**src/rtl/jellyvl_etherneco_synctimer_pkg.sv**
```systemverilog
// Shared constants and FSM encoding for the EtherNeco sync-timer master.
// Byte positions refer to the command frame and the returned response frame.
package jellyvl_etherneco_synctimer_pkg;

  localparam logic [15:0] CMD_POS     = 16'd0;
  localparam logic [15:0] TIME_POS    = 16'd1;
  localparam logic [15:0] TIME_END    = 16'd8;
  localparam logic [15:0] OFFSET_POS  = 16'd9;
  localparam logic [15:0] OFFSET_END  = 16'd12;
  localparam logic [15:0] CMD_LEN     = 16'd13;
  localparam logic [15:0] NODE_BASE   = 16'd9;
  localparam logic [15:0] NODE_STRIDE = 16'd4;

  localparam int CMD_BIT_VALID    = 0;
  localparam int CMD_BIT_OVERRIDE = 1;

  typedef enum logic [2:0] {
    ST_IDLE,
    ST_CMD_REQ,
    ST_CMD_WAIT,
    ST_RES_REQ,
    ST_RES_WAIT
  } state_t;

endpackage

```
**src/rtl/jellyvl_etherneco_synctimer_master_collect.sv**
```systemverilog
// Shadow capture of returned per-node elapsed times.
// Commits atomically on an error-free frame end.
module jellyvl_etherneco_synctimer_master_collect
  import jellyvl_etherneco_synctimer_pkg::*;
#(
  parameter int NODE_NUM = 4
) (
  input  logic                  clk,
  input  logic                  reset_n,
  input  logic                  active_i,
  input  logic                  rx_start_i,
  input  logic                  rx_end_i,
  input  logic                  rx_error_i,
  input  logic [15:0]           pos_i,
  input  logic [7:0]            data_i,
  input  logic                  valid_i,
  output logic                  good_o,
  output logic                  bad_o,
  output logic [NODE_NUM*32-1:0] elapsed_o
);

  logic [NODE_NUM*32-1:0] shadow_q, shadow_d;
  logic [NODE_NUM*32-1:0] elapsed_q;
  logic                   err_q, err_d;

  // same-cycle byte and end are merged before the commit decision
  always_comb begin
    shadow_d = shadow_q;
    err_d    = err_q;
    if (active_i && rx_start_i) begin
      shadow_d = '0;
      err_d    = 1'b0;
    end
    if (active_i && rx_error_i) begin
      err_d = 1'b1;
    end
    if (active_i && valid_i) begin
      for (int n = 0; n < NODE_NUM; n++) begin
        for (int k = 0; k < 4; k++) begin
          if (pos_i == NODE_BASE + NODE_STRIDE * 16'(n) + 16'(k)) begin
            shadow_d[32*n+8*k +: 8] = data_i;
          end
        end
      end
    end
  end

  assign good_o    = active_i && rx_end_i && !err_d;
  assign bad_o     = active_i && rx_end_i && err_d;
  assign elapsed_o = elapsed_q;

  always_ff @(posedge clk or negedge reset_n) begin
    if (!reset_n) begin
      shadow_q  <= '0;
      err_q     <= 1'b0;
      elapsed_q <= '0;
    end else begin
      shadow_q <= shadow_d;
      err_q    <= err_d;
      if (good_o) begin
        elapsed_q <= shadow_d;
      end
    end
  end

endmodule

```
**src/rtl/jellyvl_etherneco_synctimer_master.sv**
```systemverilog
// EtherNeco sync-timer ring master: command/response launch and capture.
// Define JELLYVL_SYNCTIMER_MASTER_OFFSET_EN to build offset measurement.
module jellyvl_etherneco_synctimer_master
  import jellyvl_etherneco_synctimer_pkg::*;
#(
  parameter int TIMER_WIDTH   = 64,
  parameter int NODE_NUM      = 4,
  parameter int PERIOD_WIDTH  = 32,
  parameter int TIMEOUT_WIDTH = 24
) (
  input  logic                     clk,
  input  logic                     reset_n,
  input  logic                     enable,
  input  logic [PERIOD_WIDTH-1:0]  param_period,
  input  logic [TIMEOUT_WIDTH-1:0] param_timeout,
  input  logic [TIMER_WIDTH-1:0]   current_time,
  output logic                     cmd_tx_start,
  output logic [15:0]              cmd_tx_length,
  input  logic                     cmd_tx_end,
  input  logic [15:0]              s_cmd_pos,
  input  logic                     s_cmd_valid,
  output logic [7:0]               m_cmd_data,
  output logic                     m_cmd_valid,
  output logic                     res_tx_start,
  output logic [15:0]              res_tx_length,
  input  logic                     res_tx_end,
  input  logic [15:0]              s_restx_pos,
  input  logic                     s_restx_valid,
  output logic [7:0]               m_restx_data,
  output logic                     m_restx_valid,
  input  logic                     res_rx_start,
  input  logic                     res_rx_end,
  input  logic                     res_rx_error,
  input  logic [15:0]              s_res_pos,
  input  logic [7:0]               s_res_data,
  input  logic                     s_res_valid,
  output logic [NODE_NUM*32-1:0]   elapsed,
  output logic                     sync_done,
  output logic                     sync_timeout
);

  localparam logic [15:0] RES_LEN = 16'(9 + 4 * NODE_NUM);

  state_t                   state_q;
  logic [PERIOD_WIDTH-1:0]  pcnt_q, pmax;
  logic [TIMEOUT_WIDTH-1:0] tcnt_q;
  logic [TIMER_WIDTH-1:0]   tx_time_q;
  logic [31:0]              offset;
  logic                     override_q;
  logic                     cmd_start_q, res_start_q;
  logic                     done_q, tout_q;
  logic [7:0]               cmd_data_q, cmd_byte;
  logic                     cmd_valid_q, restx_valid_q;
  logic                     good, bad, tout_hit;
  logic [2:0]               tidx;
  logic [1:0]               oidx;

  assign pmax = (param_period == '0) ? '0
              : param_period - PERIOD_WIDTH'(1);

  // timeout fires after param_timeout cycles spent in RES_WAIT
  assign tout_hit = (param_timeout == '0)
                 || (tcnt_q + TIMEOUT_WIDTH'(1) == param_timeout);

  always_ff @(posedge clk or negedge reset_n) begin
    if (!reset_n) begin
      pcnt_q <= '0;
    end else if (pcnt_q >= pmax) begin
      pcnt_q <= '0;
    end else begin
      pcnt_q <= pcnt_q + PERIOD_WIDTH'(1);
    end
  end

  always_ff @(posedge clk or negedge reset_n) begin
    if (!reset_n) begin
      state_q     <= ST_IDLE;
      tcnt_q      <= '0;
      tx_time_q   <= '0;
      override_q  <= 1'b1;
      cmd_start_q <= 1'b0;
      res_start_q <= 1'b0;
      done_q      <= 1'b0;
      tout_q      <= 1'b0;
    end else begin
      cmd_start_q <= 1'b0;
      res_start_q <= 1'b0;
      done_q      <= 1'b0;
      tout_q      <= 1'b0;
      unique case (state_q)
        ST_IDLE: begin
          if (enable && pcnt_q >= pmax) begin
            tx_time_q   <= current_time;
            cmd_start_q <= 1'b1;
            state_q     <= ST_CMD_REQ;
          end
        end
        ST_CMD_REQ: begin
          state_q <= ST_CMD_WAIT;
        end
        ST_CMD_WAIT: begin
          if (cmd_tx_end) begin
            override_q  <= 1'b0;
            res_start_q <= 1'b1;
            state_q     <= ST_RES_REQ;
          end
        end
        ST_RES_REQ: begin
          tcnt_q  <= '0;
          state_q <= ST_RES_WAIT;
        end
        ST_RES_WAIT: begin
          tcnt_q <= tcnt_q + TIMEOUT_WIDTH'(1);
          if (good) begin
            done_q  <= 1'b1;
            state_q <= ST_IDLE;
          end else if (bad || tout_hit) begin
            tout_q     <= 1'b1;
            override_q <= 1'b1;
            state_q    <= ST_IDLE;
          end
        end
        default: state_q <= ST_IDLE;
      endcase
    end
  end

  jellyvl_etherneco_synctimer_master_collect #(
    .NODE_NUM (NODE_NUM)
  ) u_collect (
    .clk        (clk),
    .reset_n    (reset_n),
    .active_i   (state_q == ST_RES_WAIT),
    .rx_start_i (res_rx_start),
    .rx_end_i   (res_rx_end),
    .rx_error_i (res_rx_error),
    .pos_i      (s_res_pos),
    .data_i     (s_res_data),
    .valid_i    (s_res_valid),
    .good_o     (good),
    .bad_o      (bad),
    .elapsed_o  (elapsed)
  );

`ifdef JELLYVL_SYNCTIMER_MASTER_OFFSET_EN
  logic [31:0] offset_q;

  // half the node-1 round trip, taken once elapsed has committed
  always_ff @(posedge clk or negedge reset_n) begin
    if (!reset_n) begin
      offset_q <= '0;
    end else if (done_q) begin
      offset_q <= elapsed[31:0] >> 1;
    end
  end

  assign offset = offset_q;
`else
  assign offset = 32'h0;
`endif

  assign tidx = 3'(s_cmd_pos - TIME_POS);
  assign oidx = 2'(s_cmd_pos - OFFSET_POS);

  always_comb begin
    cmd_byte = 8'h00;
    unique case (1'b1)
      (s_cmd_pos == CMD_POS): begin
        cmd_byte[CMD_BIT_VALID]    = 1'b1;
        cmd_byte[CMD_BIT_OVERRIDE] = override_q;
      end
      (s_cmd_pos >= TIME_POS && s_cmd_pos <= TIME_END):
        cmd_byte = tx_time_q[{tidx, 3'b000} +: 8];
      (s_cmd_pos >= OFFSET_POS && s_cmd_pos <= OFFSET_END):
        cmd_byte = offset[{oidx, 3'b000} +: 8];
      default: ;
    endcase
  end

  always_ff @(posedge clk or negedge reset_n) begin
    if (!reset_n) begin
      cmd_valid_q   <= 1'b0;
      cmd_data_q    <= 8'h00;
      restx_valid_q <= 1'b0;
    end else begin
      cmd_valid_q   <= s_cmd_valid && (s_cmd_pos < CMD_LEN);
      cmd_data_q    <= (s_cmd_valid && s_cmd_pos < CMD_LEN)
                     ? cmd_byte : 8'h00;
      restx_valid_q <= s_restx_valid && (s_restx_pos < RES_LEN);
    end
  end

  logic unused_res_tx_end;
  assign unused_res_tx_end = res_tx_end;

  assign cmd_tx_start  = cmd_start_q;
  assign cmd_tx_length = CMD_LEN;
  assign m_cmd_data    = cmd_data_q;
  assign m_cmd_valid   = cmd_valid_q;
  assign res_tx_start  = res_start_q;
  assign res_tx_length = RES_LEN;
  assign m_restx_data  = 8'h00;
  assign m_restx_valid = restx_valid_q;
  assign sync_done     = done_q;
  assign sync_timeout  = tout_q;

endmodule
```
**config.mk**
```make
export PLATFORM = sky130hd
export DESIGN_NAME = jellyvl_etherneco_synctimer_master
export DESIGN_NICKNAME = d
export VERILOG_FILES = /design/src/rtl/jellyvl_etherneco_synctimer_pkg.sv /design/src/rtl/jellyvl_etherneco_synctimer_master_collect.sv /design/src/rtl/jellyvl_etherneco_synctimer_master.sv
export SDC_FILE = /design/constraint.sdc
export NUM_CORES = 1
export LEC_CHECK = 0
export BUFFER_PORTS_ARGS = -buffer_cell sky130_fd_sc_hd__clkbuf_2
export CAP_MARGIN = 20
export CORE_MARGIN = 3
export CORE_UTILIZATION = 35
export CTS_BUF_LIST = sky130_fd_sc_hd__clkbuf_8
export DETAILED_ROUTE_END_ITERATION = 7
export GPL_ROUTABILITY_DRIVEN = 0
export HOLD_SLACK_MARGIN = 0.1
export MAX_ROUTING_LAYER = met4
export SETUP_SLACK_MARGIN = 0.1
export SYNTH_ARGS = -nofsm -noshare
export SYNTH_HDL_FRONTEND = slang
export SYNTH_HIERARCHICAL = 1
export SYNTH_SLANG_ARGS = --single-unit
```
**constraint.sdc**
```tcl
create_clock -name clk -period 7.35 [get_ports clk]
set_clock_uncertainty 0.05 [all_clocks]
set_input_delay 0.735 -clock clk [delete_from_list [all_inputs] [get_ports clk]]
set_output_delay 0.735 -clock clk [all_outputs]
set_load 0.05 [all_outputs]
```
==> results of run 1 <==
## what timing repair did
action,4_1_cts,5_1_grt
hold buffers,1,0
setup endpoints to repair,0,0
buffers inserted,0,0
hold endpoints to repair,94,0
## per-layer routing
layer	part of all wire, %	vias to the layer above
met5	0	-
met4	2.8	0
met3	8.3	106
met2	46	553
met1	43	7911
li1	-	7409
## worst min-delay path by stage
stage / start / end / slack, ns
after floorplan: reset_n / cmd_tx_start$_DFF_PN0_ / 0.39
final: current_time[26] / tx_time_q[26]$_DFFE_PN0P_ / 0.26
after detailed placement: override_q$_DFFE_PN1P_ / override_q$_DFFE_PN1P_ / 0.43
after global placement: state_q[2]$_DFFE_PN0P_ / state_q[1]$_DFFE_PN0P_ / 0.43
after global routing: current_time[26] / tx_time_q[26]$_DFFE_PN0P_ / 0.20
after CTS: current_time[26] / tx_time_q[26]$_DFFE_PN0P_ / 0.18
## area by class of cell
type,instances,area [um^2],share of cell area (%)
multi-input cells,1361,8872,38.13
diodes,3,7.507,0.03227
flip-flops and latches,395,9886,42.49
repair buffers,350,1899,8.163
clock buffers,98,1349,5.797
clock inverters,31,249.0,1.070
inverters,18,67.56,0.2904
well taps,748,935.9,4.023
## metrics by stage
step	util, %	hold slack, ns	total power, W
after floorplan	-	0.3894	0.004658
after global placement	39.05	0.4315	0.005404
after detailed placement	39.10	0.4329	0.005437
after CTS	42.00	0.1806	0.007784
after global routing	42.07	0.2006	0.008077
final	42.07	0.2606	0.007684
## state kept, by name (all words and copies together) (netlist names), 3 cells and up
signal	cells
u_collect/elapsed_o	128
m_cmd_data	8
state_q	3
u_collect/shadow_q	128
tx_time_q	64
tcnt_q	24
pcnt_q	32
## cells by family after synthesis
| family | Yosys count | synth area share (%) |
|---|---|---|
| AOI/OAI and AO/OA | 377 | 13.76 |
| xor gates and xnor gates | 92 | 4.105 |
| adders and majority gates | 39 | 2.486 |
| buffers and inverters | 208 | 5.303 |
| DFF | 395 | 50.36 |
| muxes | 90 | 6.801 |
| other | 2 | 0.03826 |
| and+or+nand+nor | 723 | 17.15 |
## layout by cell type, fill, tap and decap left out, types with 22 or more instances in the layout
master / netlist / routed
o21ai_0: 41 / 41
mux2_2: 27 / 27
a21oi_1: 23 / 23
mux2_4: 40 / 40
o211ai_1: 99 / 99
nor4_1: 27 / 27
nor3_1: 22 / 22
nor2_1: 209 / 209
conb_1: 2 / 40
nand3_1: 155 / 155
a31oi_1: 139 / 139
inv_1: 18 / 32
xor2_1: 48 / 47
nand2_1: 216 / 215
clkbuf_8: 0 / 98
o211ai_2: 30 / 30
clkbuf_2: 0 / 326
xnor2_1: 44 / 44
ha_1: 39 / 39
dfrtp_1: 394 / 394
## report_power, final
group	leakage, nW	internal (W)	switching (W)
Clock	0.881	0.00128	0.00101
Combinational	5.21	0.000573	0.00203
Sequential	5.27	0.00255	0.000238
==> metrics.md, run 1 <==
| Metric | Value |
|---|---|
| Register area share after synthesis | 50.36% |
| Fmax | 181.0 MHz |
| CP max stage cell | and4b_4 |
| Tmin final | 5.525 ns |
| Ports | 369 |
| Initial Util | 35.49% |
| Crit path to | tx_time_q[20]$_DFFE_PN0P_ |
| Most instantiated cells after synthesis | dfrtp_1, nand2_1, nor2_1, nand3_1, a31oi_1 |
| First-pass GRT wire length | 91340 um |
| DIE AREA | 58960 um^2 |
| FF-to-FF End | u_collect/elapsed_o[44]$_DFFE_PN0P_ |
| Count leader, synth | dfrtp_1 |
| DRT Wirelength | 57850 um |
| Post-synth top area cell | dfrtp_1 |
| LEAKAGE | 11.36 nW |
| H-tree depth | 3 |
| Largest net degree at the start of global routing | 251 |
| Reg-to-reg slack, setup | 2.91 ns |
| Syn avg cell area | 10.19 um^2 |
| Post-synthesis instance total | 1926 |
| Final instance area | 23270 um^2 |
| Worst-path maximum fanout | 43 |
| Insertion delay to the later sink of the worst-skew pair | 0.66 ns |
| Pre-CTS setup slack | 1.163 ns |
| Vias in the first global route | 16.04k |
| Crit end category | register |
| WP data required | 7.82 ns |
| VDD IR max | 0.3229 mV |
| Hold Vio Cnt, Final | 0 |
| Synthesized area | 19630 um^2 |
| CTS tree | yes |
| Max-slew violation count | 0 |
| Post-synth EDFFs | 0 |
| Worst min path class | input port to register |
| M2 GR Usage | 30.73% |
| Die Y | 242.8 um |
| RR Startpoint | state_q[1]$_DFFE_PN0P_ |
| WP buf/inv | 2 |
| DR vias/cell | 5.319 |
| PD cells | 330.2 nW/um^2 |
| 1st-iter DRT viols | 1245 |
| Met1 usage | 25.37% |
| Placed cell area | 21620 um^2 |
| Yosys warns | 6 |
| Critical path's largest stage delay | 0.83 ns |
| Proportion of netlist area held by the largest area contributor | 50.23% |
| DR vias | 15.98k |
| Crit path max-delay family | simple AND/OR/NAND/NOR gates |
| Worst Reg-to-Reg Cells | 10 |
| Layout area overhead | 18.53% |
| Most used flip-flop cell after synthesis | dfrtp_1 |
| Final worst setup slack | 1.825 ns |
| #FFs+latches synth | 395 |
| Synth cell types | 72 |
| Share of cells above drive strength 1 | 26.50% |
| Routed len/inst | 19.26 um |
| Crit path cell chain | clkbuf_2 > or3_1 > nor3_1 > nand2b_1 > or3_1 > or3_1 > and2_1 > ha_1 > nand2b_1 > a31oi_1 > o221ai_1 > a21oi_1 > o21ai_2 > and4b_4 > buf_4 > mux2_2 |
| M3 GR Usage | 5.954% |
| Post-route DRC | 0 |
| GRT Total Usage | 20.00% |
| Clock Sink Count | 395 |
| Core Box Area | 55310 um^2 |
| Tcrit/Tclk final | 75.16% |
| Dpl hpwl | 37000 um |
| Hold Crit Depth | 2 |
| Max Cap Violations | 0 |
| Clock buffer count from CTS | 72 |
| Row count | 86 |
| CP Launch Type | input port |
| Placed Instances | 2870 |
| Drt pass-1 iters | 5 |
| Nets@finish | 2424 |
| CP startpoint | param_period[25] |
| RSZ-0062 raised after global routing | false |
| GR Overflow Total | 0 |
| IO Port Bufs | 327 |
| Post-detailed-route count of antenna-violating nets | 0 |
| Status | finished clean |
| CP dominant cell by count | or3_1 |
| Synth area leaders | dfrtp_1, a31oi_1, nand2_1 |
| CTS root buffer | clkbuf_8 |
| Async set-reset flop share out of synthesis | 100.0% |
| Layout fillers | 5409 |
| Slew margin rel. | 23.32% |
| Initial antenna violation count | 3 |
| Setup Crit Path Kind | input port to register |
| Tightest Pin Transition | 1.150 ns |
| Gr busiest metal | met2 |
| Clock-pin slew on the worst setup and hold paths | 0.06 ns |
| Horiz. Die Dim | 242.8 um |
| Finish-stage setup viols | 0 |
| Post-route insts no fill | 3004 |
| Critical path depth | 16 |
| Max clock buf depth | 3 |
| Setup TNS Final | 0 ns |
| Post-CTS resize count | 0 |
| Critical Path AT | 5.99 ns |
No activity file was read; power rests on OpenSTA's default activity.
==> run 2: changes to the inputs <==
clock period = 4.8 ns   (was 7.35 ns; I/O delays follow)
==> run 2 against run 1 <==
  * Largest cell class unchanged
  * Register-to-register slack worse by 1.7 ns
  * First-iteration DRC count is 2.2% higher
  * Worst setup slack worse by 1.1 ns
  * Routed wire length is 2.8% higher
  * Power is 51% higher
  * Clock-buffer cell count is 11 lower
  * Sequential share of layout area is 1.3 points lower
  * Global-route usage is 0.45 points higher
  * Combinational power is 55% higher
  * Sequential power is 54% higher
  * Clock power is 43% higher
  * Worst hold slack worse by 0.081 ns
==> metrics.md, run 2 (synthesis gave the netlist of run 1 again) <==
| Metric | Value |
|---|---|
| WP data required | 5.27 ns (was 7.82 ns) |
| Worst min path class | input port to register (unchanged) |
| GR Overflow Total | 0 (unchanged) |
| DR vias | 16.49k (was 15.98k) |
| GRT Total Usage | 20.44% (was 20.00%) |
| Power Total | 0.01160 W (was 0.007684 W) |
| CP startpoint | param_period[25] (unchanged) |
| Row count | 86 (unchanged) |
| Setup Crit Path Kind | input port to register (unchanged) |
| Placed Instances | 2890 (was 2870) |
| Status | finished clean (unchanged) |
| Most frequent cells in the layout | dfrtp_1, clkbuf_2, nand2_1, nor2_1, nand3_1 (unchanged) |
| Net Sw Power | 0.005023 W (was 0.003286 W) |
| IO Port Bufs | 327 (unchanged) |
| Vias in the first global route | 16.62k (was 16.04k) |
| Placed cell area | 21780 um^2 (was 21620 um^2) |
| CTS root buffer | clkbuf_8 (unchanged) |
| H-tree depth | 3 (unchanged) |
| Drt pass-1 iters | 5 (unchanged) |
| Most common cell after layout, fill and taps aside | dfrtp_1 (unchanged) |
| DR vias/cell | 5.329 (was 5.319) |
| Combinational share of power | 34.9% (was 33.9%) |
| Max Cap Violations | 0 (unchanged) |
| RR Startpoint | state_q[1]$_DFFE_PN0P_ (unchanged) |
| Post-detailed-route count of antenna-violating nets | 0 (unchanged) |
| Routed len/inst | 19.23 um (was 19.26 um) |
| Fin util | 43.44% (was 42.07%) |
| Setup TNS Final | 0 ns (unchanged) |
| Initial antenna violation count | 3 (unchanged) |
| Clock-pin slew on the worst setup and hold paths | 0.06 ns (about the same) |
| DRT Wirelength | 59490 um (was 57850 um) |
| Switching share of power | 43.30% (was 42.76%) |
| Die Y | 242.8 um (unchanged) |
| Post-route insts no fill | 3094 (was 3004) |
| CP Launch Type | input port (unchanged) |
| Critical Path AT | 4.51 ns (was 5.99 ns) |
| Internal power | 0.006578 W (was 0.004398 W) |
| Largest net degree at the start of global routing | 133 (was 251) |
| RSZ-0062 raised after global routing | false (unchanged) |
| Insertion delay to the later sink of the worst-skew pair | 0.65 ns (was 0.66 ns) |
| Share of cells above drive strength 1 | 25.52% (was 26.50%) |
| Nets@finish | 2519 (was 2424) |
| CTS tree | yes (unchanged) |
| Max-slew violation count | 0 (unchanged) |
| First-pass GRT wire length | 93540 um (was 91340 um) |
| Clock buffer count from CTS | 72 (unchanged) |
| Initial Util | 35.49% (unchanged) |
| DIE AREA | 58960 um^2 (unchanged) |
| Slew margin rel. | 28.74% (was 23.32%) |
| Post-route DRC | 0 (unchanged) |
| Ports | 369 (unchanged) |
| VDD IR max | 0.4632 mV (was 0.3229 mV) |
| Layout area overhead | 22.41% (was 18.53%) |
| Sequential share of power | 36.8% (was 36.2%) |
| 1st-iter DRT viols | 1273 (was 1245) |
| Tmin final | 4.044 ns |
| Horiz. Die Dim | 242.8 um (unchanged) |
| Hold Vio Cnt, Final | 0 (unchanged) |
| Clock Sink Count | 395 (unchanged) |
| Core Box Area | 55310 um^2 (unchanged) |
| Finish-stage setup viols | 0 (unchanged) |
| Tcrit/Tclk final | 84.26% |
| Worst-path maximum fanout | 32 (was 43) |
| LEAKAGE | 11.74 nW (was 11.36 nW) |
| Tightest Pin Transition | 1.069 ns (was 1.150 ns) |
| Dpl hpwl | 38300 um (was 37000 um) |
| Max clock buf depth | 3 (unchanged) |
| PD cells | 482.8 nW/um^2 (was 330.2 nW/um^2) |
| Final instance area | 24030 um^2 (was 23270 um^2) |
| Crit end category | register (unchanged) |
| Worst Min Path Start | s_cmd_pos[13] (was current_time[26]) |
| Clock power frac | 28.3% (was 29.8%) |
| Fmax | 247.3 MHz |
-- run 2: final timing paths --
| path | to | slack [ns] | cells past startpoint |
|---|---|---|---|
| worst max-delay path | tx_time_q[5]$_DFFE_PN0P_ | 0.76 | 17 |
| worst min-delay path | m_cmd_data[1]$_DFF_PN0_ | 0.18 | 4 |
| worst max register to register | u_collect/elapsed_o[9]$_DFFE_PN0P_ | 1.26 | 9 |
| worst min register to register | override_q$_DFFE_PN1P_ | 0.44 | 2 |
| max in group asynchronous | u_collect/elapsed_o[127]$_DFFE_PN0P_ | 3.08 | 3 |
| min in group asynchronous | tx_time_q[49]$_DFFE_PN0P_ | 0.37 | 2 |
-- run 2: power groups by stage --
| stage | clock, W | combinational (W) | sequential (W) |
|---|---|---|---|
| 2_1_floorplan | 0 | 0.00102 | 0.00612 |
| 3_3_place_gp | 0 | 0.00399 | 0.00431 |
| 3_5_place_dp | 0 | 0.00403 | 0.00432 |
| 4_1_cts | 0.00339 | 0.00408 | 0.00427 |
| 5_1_grt | 0.00354 | 0.00430 | 0.00434 |
| 6_report | 0.00328 | 0.00405 | 0.00427 |
-- run 2: layout make-up --
type	instances	area (um^2)
Inverter	18	67.56
Multi-Input combinational cell	1361	8864
Clock inverter	37	269.0
Sequential cell	395	9886
Timing Repair Buffer	445	2800
Fill cell	5321	31280
Clock buffer	87	1197
Antenna cell	3	7.507
Tap cell	748	935.9
-- run 2: worst max-delay path, cell delays in order --
cell and delay [ns]:
clkbuf_2 0.10, or3_1 0.41, nor3_1 0.21, nand2b_1 0.12, or3_1 0.35, or3_1 0.44, buf_12 0.19, and2_1 0.17
ha_1 0.26, nand2b_1 0.09, a31oi_1 0.09, o221ai_1 0.18, a21oi_1 0.14, o21ai_2 0.20, and4b_4 0.45, buf_12 0.24
mux2_2 0.38
-- run 2: what timing repair did --
action,in CTS,in global routing
hold endpoints to repair,156,0
buffers inserted,0,0
gates resized for setup,0,0
hold buffers,77,0
setup endpoints to repair,0,0
-- run 2: metal layers --
metal / global-route usage [%] / part of all wire, % / vias to the layer above / routed length (um)
met3: 5.745 / 7.4 / 102 / 4417
met5: - / 0 / - / 0
li1: - / - / 7596 / -
met4: 6.397 / 2.5 / 0 / 1497
met2: 32.13 / 48 / 556 / 28380
met1: 25.66 / 42 / 8234 / 25200
-- run 2: stage by stage --
stage / hold slack (ns) / worst slack (ns)
global placement: 0.4346 / 0.2125
finish: 0.1800 / 0.7556
CTS: 0.1046 / 0.8353
floorplan: 0.1344 / 0.3832
global route: 0.1537 / 0.6177
detailed placement: 0.4409 / 0.1334
